[config.mk]
export PLATFORM = sky130hd
export DESIGN_NAME = mem_port_scheduler
export DESIGN_NICKNAME = d
export VERILOG_FILES = /design/src/rtl/mem_sched_pkg.sv /design/src/rtl/store_commit_fifo.sv /design/src/rtl/mem_port_scheduler.sv
export SDC_FILE = /design/constraint.sdc
export NUM_CORES = 1
export LEC_CHECK = 0
export CORE_MARGIN = 10
export CORE_UTILIZATION = 35
export DETAILED_ROUTE_END_ITERATION = 6
export GPL_TIMING_DRIVEN = 0
export PLACE_DENSITY = 0.55
export SYNTH_ARGS = -nofsm -noshare
export SYNTH_HDL_FRONTEND = slang
export SYNTH_HIERARCHICAL = 1
export SYNTH_SLANG_ARGS = --single-unit
[constraint.sdc]
create_clock -name clk -period 6.3 [get_ports clk]
set_input_delay 0.63 -clock clk [delete_from_list [all_inputs] [get_ports clk]]
set_output_delay 0.63 -clock clk [all_outputs]
set_load 0.05 [all_outputs]
[src/rtl/mem_sched_pkg.sv]
// Shared types for the data-memory port scheduler: FSM states, committed-store entry, size codes.
package mem_sched_pkg;

   typedef enum logic [1:0] {
      StIdle,
      StLoadWait,
      StStoreWait
   } sched_state_e;

   localparam logic MEM_SIZE_WORD = 1'b0;
   localparam logic MEM_SIZE_BYTE = 1'b1;

   typedef struct packed {
      logic [31:0] addr;
      logic [31:0] data;
      logic        size;
   } store_entry_t;

endpackage

[src/rtl/store_commit_fifo.sv]
// Committed-store FIFO: two write lanes per cycle (lane 0 older), one in-order read.
module store_commit_fifo
   import mem_sched_pkg::*;
#(
   parameter int unsigned SB_DEPTH = 8,
   localparam int unsigned PtrW = $clog2(SB_DEPTH),
   localparam int unsigned CntW = PtrW + 1
) (
   input  logic                       clk,
   input  logic                       rstn,
   input  logic [1:0]                 push_valid,
   input  store_entry_t               push_entry0,
   input  store_entry_t               push_entry1,
   input  logic                       pop,
   output store_entry_t               head,
   output logic [CntW-1:0]            count,
   output logic                       push_ready,
   output logic [SB_DEPTH-1:0]        entry_valid,
   output logic [SB_DEPTH-1:0][31:0]  entry_addr
);

   store_entry_t        mem_q [SB_DEPTH];
   logic [SB_DEPTH-1:0] valid_q, valid_d;
   logic [PtrW-1:0]     wr_ptr_q, wr_ptr_d, rd_ptr_q, rd_ptr_d, slot1;
   logic [CntW-1:0]     count_q, count_d;
   logic                we0, we1, pop_ok;
   logic [1:0]          n_push;

   // Two free slots are required so a dual-lane retire can never overflow.
   assign push_ready = (count_q <= CntW'(SB_DEPTH - 2));
   assign pop_ok     = pop && (count_q != '0);

   always_comb begin
      we0      = push_ready && push_valid[0];
      we1      = push_ready && push_valid[1];
      slot1    = push_valid[0] ? wr_ptr_q + PtrW'(1) : wr_ptr_q;
      n_push   = {1'b0, we0} + {1'b0, we1};
      valid_d  = valid_q;
      if (we0) valid_d[wr_ptr_q] = 1'b1;
      if (we1) valid_d[slot1] = 1'b1;
      if (pop_ok) valid_d[rd_ptr_q] = 1'b0;
      wr_ptr_d = wr_ptr_q + PtrW'(n_push);
      rd_ptr_d = rd_ptr_q + PtrW'(pop_ok);
      count_d  = count_q + CntW'(n_push) - CntW'(pop_ok);
   end

   always_ff @(posedge clk or negedge rstn) begin
      if (!rstn) begin
         valid_q  <= '0;
         wr_ptr_q <= '0;
         rd_ptr_q <= '0;
         count_q  <= '0;
      end else begin
         valid_q  <= valid_d;
         wr_ptr_q <= wr_ptr_d;
         rd_ptr_q <= rd_ptr_d;
         count_q  <= count_d;
      end
   end

   always_ff @(posedge clk) begin
      if (we0) mem_q[wr_ptr_q] <= push_entry0;
      if (we1) mem_q[slot1] <= push_entry1;
   end

   always_comb begin
      for (int i = 0; i < SB_DEPTH; i++) begin
         entry_addr[i] = mem_q[i].addr;
      end
   end

   assign head        = mem_q[rd_ptr_q];
   assign count       = count_q;
   assign entry_valid = valid_q;

endmodule

[src/rtl/mem_port_scheduler.sv]
// Arbitrates the data-memory port between resolved loads and retired stores.
// Optional store aging is compiled in with `define MEMSCHED_AGING_EN.
module mem_port_scheduler
   import mem_sched_pkg::*;
#(
   parameter int unsigned SB_DEPTH  = 8,
   parameter int unsigned HIGH_WM   = 6,
   parameter int unsigned AGE_LIMIT = 4,
   localparam int unsigned CntW = $clog2(SB_DEPTH) + 1
) (
   input  logic            clk,
   input  logic            rstn,
   input  logic            ldValid,
   input  logic [31:0]     ldPc,
   input  logic [31:0]     ldAddr,
   input  logic [5:0]      ldROBNum,
   input  logic [5:0]      ldDestReg,
   output logic            ldReady,
   input  logic [1:0]      stRetValid,
   input  logic [31:0]     stRetAddr0,
   input  logic [31:0]     stRetAddr1,
   input  logic [31:0]     stRetData0,
   input  logic [31:0]     stRetData1,
   input  logic            stRetSize0,
   input  logic            stRetSize1,
   output logic            stRetReady,
   output logic            memReq,
   output logic            memWe,
   output logic [31:0]     memAddr,
   output logic [31:0]     memWData,
   output logic            memSize,
   input  logic            memAck,
   input  logic [31:0]     memRData,
   output logic            wbValid,
   output logic [31:0]     wbPc,
   output logic [5:0]      wbROBNum,
   output logic [5:0]      wbDestReg,
   output logic [31:0]     wbData,
   output logic [CntW-1:0] sbCount,
   output logic            sbEmpty
);

   sched_state_e              state_q, state_d;
   store_entry_t              ret0, ret1, head;
   logic [CntW-1:0]           sb_count;
   logic                      sb_empty, push_ready, pop;
   logic [SB_DEPTH-1:0]       entry_valid;
   logic [SB_DEPTH-1:0][31:0] entry_addr;
   logic                      hazard, age_hit, store_win, load_go, store_go, load_done;

   logic [31:0] mem_addr_q, mem_wdata_q, pc_q, wb_pc_q, wb_data_q;
   logic        mem_size_q, wb_valid_q;
   logic [5:0]  rob_q, dest_q, wb_rob_q, wb_dest_q;

   assign ret0 = '{addr: stRetAddr0, data: stRetData0, size: stRetSize0};
   assign ret1 = '{addr: stRetAddr1, data: stRetData1, size: stRetSize1};

   store_commit_fifo #(
      .SB_DEPTH (SB_DEPTH)
   ) u_fifo (
      .clk         (clk),
      .rstn        (rstn),
      .push_valid  (stRetValid),
      .push_entry0 (ret0),
      .push_entry1 (ret1),
      .pop         (pop),
      .head        (head),
      .count       (sb_count),
      .push_ready  (push_ready),
      .entry_valid (entry_valid),
      .entry_addr  (entry_addr)
   );

   // Word-granular compare: a byte store anywhere in the word blocks the load.
   always_comb begin
      hazard = 1'b0;
      for (int i = 0; i < SB_DEPTH; i++) begin
         if (entry_valid[i] && (entry_addr[i][31:2] == ldAddr[31:2])) hazard = 1'b1;
      end
   end

   assign sb_empty  = (sb_count == '0);
   assign store_win = !sb_empty &&
                      (!ldValid || (sb_count >= CntW'(HIGH_WM)) || hazard || age_hit);
   assign load_go   = (state_q == StIdle) && ldValid && !store_win;
   assign store_go  = (state_q == StIdle) && store_win;
   assign pop       = (state_q == StStoreWait) && memAck;
   assign load_done = (state_q == StLoadWait) && memAck;

`ifdef MEMSCHED_AGING_EN
   localparam int unsigned AgeW = $clog2(AGE_LIMIT + 1);
   logic [AgeW-1:0] age_q;

   always_ff @(posedge clk or negedge rstn) begin
      if (!rstn) begin
         age_q <= '0;
      end else if (sb_empty || store_go) begin
         age_q <= '0;
      end else if (load_go && (age_q < AgeW'(AGE_LIMIT))) begin
         age_q <= age_q + AgeW'(1);
      end
   end

   assign age_hit = (age_q >= AgeW'(AGE_LIMIT));
`else
   assign age_hit = 1'b0;
`endif

   always_comb begin
      state_d = state_q;
      unique case (state_q)
         StIdle: begin
            if (store_go) state_d = StStoreWait;
            else if (load_go) state_d = StLoadWait;
         end
         StLoadWait, StStoreWait: begin
            if (memAck) state_d = StIdle;
         end
         default: state_d = StIdle;
      endcase
   end

   always_ff @(posedge clk or negedge rstn) begin
      if (!rstn) begin
         state_q     <= StIdle;
         mem_addr_q  <= '0;
         mem_wdata_q <= '0;
         mem_size_q  <= MEM_SIZE_WORD;
         pc_q        <= '0;
         rob_q       <= '0;
         dest_q      <= '0;
         wb_valid_q  <= 1'b0;
         wb_pc_q     <= '0;
         wb_rob_q    <= '0;
         wb_dest_q   <= '0;
         wb_data_q   <= '0;
      end else begin
         state_q    <= state_d;
         wb_valid_q <= load_done;
         if (store_go) begin
            mem_addr_q  <= head.addr;
            mem_wdata_q <= head.data;
            mem_size_q  <= head.size;
         end else if (load_go) begin
            mem_addr_q  <= ldAddr;
            mem_wdata_q <= '0;
            mem_size_q  <= MEM_SIZE_WORD;
            pc_q        <= ldPc;
            rob_q       <= ldROBNum;
            dest_q      <= ldDestReg;
         end
         if (load_done) begin
            wb_pc_q   <= pc_q;
            wb_rob_q  <= rob_q;
            wb_dest_q <= dest_q;
            wb_data_q <= memRData;
         end
      end
   end

   assign ldReady    = load_go;
   assign stRetReady = push_ready;
   assign memReq     = (state_q != StIdle);
   assign memWe      = (state_q == StStoreWait);
   assign memAddr    = mem_addr_q;
   assign memWData   = mem_wdata_q;
   assign memSize    = mem_size_q;
   assign wbValid    = wb_valid_q;
   assign wbPc       = wb_pc_q;
   assign wbROBNum   = wb_rob_q;
   assign wbDestReg  = wb_dest_q;
   assign wbData     = wb_data_q;
   assign sbCount    = sb_count;
   assign sbEmpty    = sb_empty;

endmodule

==> load_flow_metrics.sql <==
INSERT INTO impl_metrics (metric_group, metric, value, unit) VALUES
('clocking', 'clockRootBuffer', 'sky130_fd_sc_hd__clkbuf_16', ''),
('finish', 'finish.net_count', '3390', ''),
('power_and_ir_drop', 'pwr-share-seq', '32.0', '%'),
('hold_path', 'timing.hold.worst.class', 'in2async', ''),
('clocking', 'cts_max_level', '3', ''),
('die', 'die_h', '353.9', 'um'),
('run_status', 'outcome', 'completed', ''),
('sta', 'finalCriticalPeriod', '6.156', 'ns'),
('clocking', 'clk_transition_reported_paths', '0.06', 'ns'),
('power_and_ir_drop', 'power_leakage', '17.43', 'nW'),
('global_route', 'grt_pass1_vias', '26270', ''),
('critical_path', 'crit_family', 'simple AND/OR/NAND/NOR gates', ''),
('clocking', 'post_cts_resized', '0', ''),
('clocking', 'cts_num_sinks', '726', ''),
('sta', 'fin_crit_sh', '97.71', '%'),
('sta', 'worst_slack', '0.1445', 'ns'),
('clocking', 'count_of_hold_buffers_inserted_by_post_cts_repair', '0', ''),
('critical_path', 'cp_cell_sequence', 'buf_4 > xnor2_1 > nand4_1 > nor4_1 > a221oi_1 > and4_1 > a21oi_4 > nand3b_2 > buf_8 > buf_6 > inv_1 > clkdlybuf4s50_1', ''),
('critical_path', 'start_kind', 'register', ''),
('logic_synthesis', 'ys.warnings.count', '6', ''),
('finish', 'area.growth.synth_to_final', '22.94', '%'),
('place', 'detailed_place_hpwl', '100300', 'um'),
('sta', 'timing.max_slew.rel_slack', '2.818', '%'),
('power_and_ir_drop', 'internal_power', '0.01400', 'W'),
('finish', 'final_util', '43.35', '%'),
('place', 'globalplace.congestion', '0.9136', ''),
('global_route', 'grt_start_max_net_pins', '124', ''),
('sta', 'hold_violations', '0', ''),
('global_route', 'initial_antenna_violation_count', '31', ''),
('global_route', 'grt-ovfl-total', '0', ''),
('sta', 'worstMarginPinSlew', '1.448', 'ns'),
('sta', 'drv_slew', '0', ''),
('clocking', 'cts_tree', 'yes', ''),
('sta', 'unrepaired_setup_endpoints_after_global_routing', 'false', ''),
('detailed_routing', 'route.detailed.drc', '0', ''),
('clocking', 'ctsLongestPathBuffers', '3', ''),
('clocking', 'setup_fix_buffers_added_after_clock_tree_synthesis', '0', ''),
('place', 'place.port_buffers', '364', ''),
('detailed_routing', 'routed_antenna_nets', '0', ''),
('flow_run', 'maxCapViolations', '0', ''),
('sta', 'finalSetupViolCount', '0', ''),
('critical_path', 'worstPathRequired', '5.67', 'ns'),
('critical_path', 'worst_path_max_delay_cell', 'sky130_fd_sc_hd__nor4_1', ''),
('place', 'postPlaceCellArea', '0.04515', 'mm^2'),
('power_and_ir_drop', 'power_switching_share', '39.35', '%'),
('critical_path', 'worst_path_buf_inv', '5', ''),
('global_route', 'globalRouteTotalUtil', '21.71', '%'),
('power_and_ir_drop', 'power.ir.vdd_worst', '325.5', 'uV'),
('logic_synthesis', 'netlist_area_before_placement', '0.03902', 'mm^2'),
('critical_path', 'cp-end-kind', 'primary output', ''),
('die', 'coreArea', '0.1107', 'mm^2'),
('logic_synthesis', 'post_synth_inst_count', '2651', ''),
('power_and_ir_drop', 'clock_power_share', '21.8', '%'),
('power_and_ir_drop', 'p_comb_share', '46.2', '%'),
('finish', 'drive_gt1_share', '38.75', '%'),
('global_route', 'grt_pass1_wl', '197200', 'um'),
('detailed_routing', 'drt-initial-drc-count', '2106', ''),
('die', 'pin_count', '395', ''),
('logic_synthesis', 'syn-mean-instance-area', '14.72', 'um^2'),
('critical_path', 'worstSetupPathType', 'reg2out', ''),
('power_and_ir_drop', 'switchingPower', '0.009082', 'W'),
('critical_path', 'worst_path_largest_cell_delay', '1.02', 'ns'),
('critical_path', 'cp_data_arrival_time', '5.53', 'ns'),
('clocking', 'cts-buffers-inserted', '88', ''),
('critical_path', 'worstPathMaxFanout', '10', ''),
('die', 'initial_core_util', '35.26', '%'),
('place', 'dp_worst_setup_slack', '0.5899', 'ns'),
('die', 'die_w', '353.9', 'um'),
('detailed_routing', 'drt_first_pass_iters', '7', ''),
('die', 'floorplan.die_area', '0.1253', 'mm^2'),
('detailed_routing', 'route.vias.total', '24720', ''),
('sta', 'max_freq', '0.1625', 'GHz'),
('detailed_routing', 'drt-vias-per-instance', '5.271', ''),
('logic_synthesis', 'synthesized_nets', '2912', ''),
('power_and_ir_drop', 'post-layout-total-power', '0.02308', 'W'),
('sta', 'skew', '0.03513', 'ns'),
('power_and_ir_drop', 'p_per_cell_area', '481.1', 'mW/mm^2'),
('clocking', 'worstSkewPairLatency', '0.67', 'ns'),
('die', 'rows', '122', ''),
('detailed_routing', 'wirelength_routed', '139400', 'um'),
('finish', 'fin_area', '0.04798', 'mm^2'),
('detailed_routing', 'wl_per_cell', '29.73', 'um'),
('sta', 'whs', '0.01120', 'ns');
## registers in the layout (all words and copies together) (netlist names), 2 cells and up
register	cells
u_fifo/mem_q	520
memAddr	32
memWData	32
pc_q	32
wbData	32
wbPc	32
u_fifo/entry_valid	8
dest_q	6
rob_q	6
wbDestReg	6
wbROBNum	6
u_fifo/count	4
u_fifo/rd_ptr_q	3
u_fifo/wr_ptr_q	3
state_q	2
## power groups by stage
| stage | Clock, W | Combinational (W) | Sequential [W] |
|---|---|---|---|
| floorplan | 0 | 0.00518 | 0.00884 |
| global placement | 0 | 0.0103 | 0.00757 |
| detailed placement | 0 | 0.0107 | 0.00748 |
| CTS | 0.00514 | 0.0107 | 0.00740 |
| global route | 0.00533 | 0.0112 | 0.00753 |
| finish | 0.00503 | 0.0107 | 0.00739 |
## cell usage in the layout (no fill, tap or decap), drive strengths merged, types with 6 or more instances in the layout
| master | instances |
|---|---|
| buf | 394 |
| nor4 | 27 |
| o21ai | 7 |
| nand2b | 35 |
| mux4 | 130 |
| clkinv | 21 |
| nand3 | 9 |
| edfxtp | 520 |
| dfrtp | 206 |
| nor3 | 7 |
| clkdlybuf4s50 | 363 |
| nand4 | 49 |
| xor2 | 67 |
| clkbuf | 169 |
| xnor2 | 179 |
| ha | 15 |
| o221a | 30 |
| o32a | 6 |
| inv | 26 |
| nor2 | 12 |
| mux2 | 641 |
| a32o | 33 |
| nand2 | 201 |
## per-stage QoR
| step | cells | setup TNS (ns) |
|---|---|---|
| floorplan | 2651 | 0 |
| global placement | 4503 | -1566.66 |
| detailed placement | 4527 | 0 |
| CTS | 4688 | 0 |
| global route | 4690 | 0 |
| finish | 4690 | 0 |
## path summary, 6_finish.rpt
check | slack [ns] | start | to | cells past startpoint
min in group clk | 0.41 | ldAddr[21] | memAddr[21]$_DFFE_PN0P_ | 2
max in group asynchronous | 5.10 | rstn | memWData[11]$_DFFE_PN0P_ | 2
worst max register to register | 1.52 | u_fifo/mem_q[5][38]$_DFFE_PP_ | memAddr[19]$_DFFE_PN0P_ | 10
worst min register to register | 0.49 | pc_q[13]$_DFFE_PN0P_ | pc_q[13]$_DFFE_PN0P_ | 1
worst max-delay path | 0.14 | u_fifo/mem_q[5][38]$_DFFE_PP_ | ldReady | 12
worst min-delay path | 0.01 | rstn | memAddr[17]$_DFFE_PN0P_ | 1
## area by class of cell
class,count,area [um^2]
fill,10060,62690
sequential,726,20770
buffer,406,2773
tap,1488,1862
clock inverter,29,261.5
antenna,2,5.005
inverter,23,86.33
clock buffer,132,2560
timing repair buffer,388,4189
multi-input combinational,1496,15470
## metal layers
layer | global-route usage [%] | up-vias | routed length (um)
met5 | 0 | - | 253
li1 | - | 10700 | -
met4 | 5.895 | 38 | 3840
met2 | 36.75 | 882 | 68220
met1 | 27.19 | 12850 | 56470
met3 | 5.772 | 246 | 10640
No activity file was read; power rests on OpenSTA's default activity.
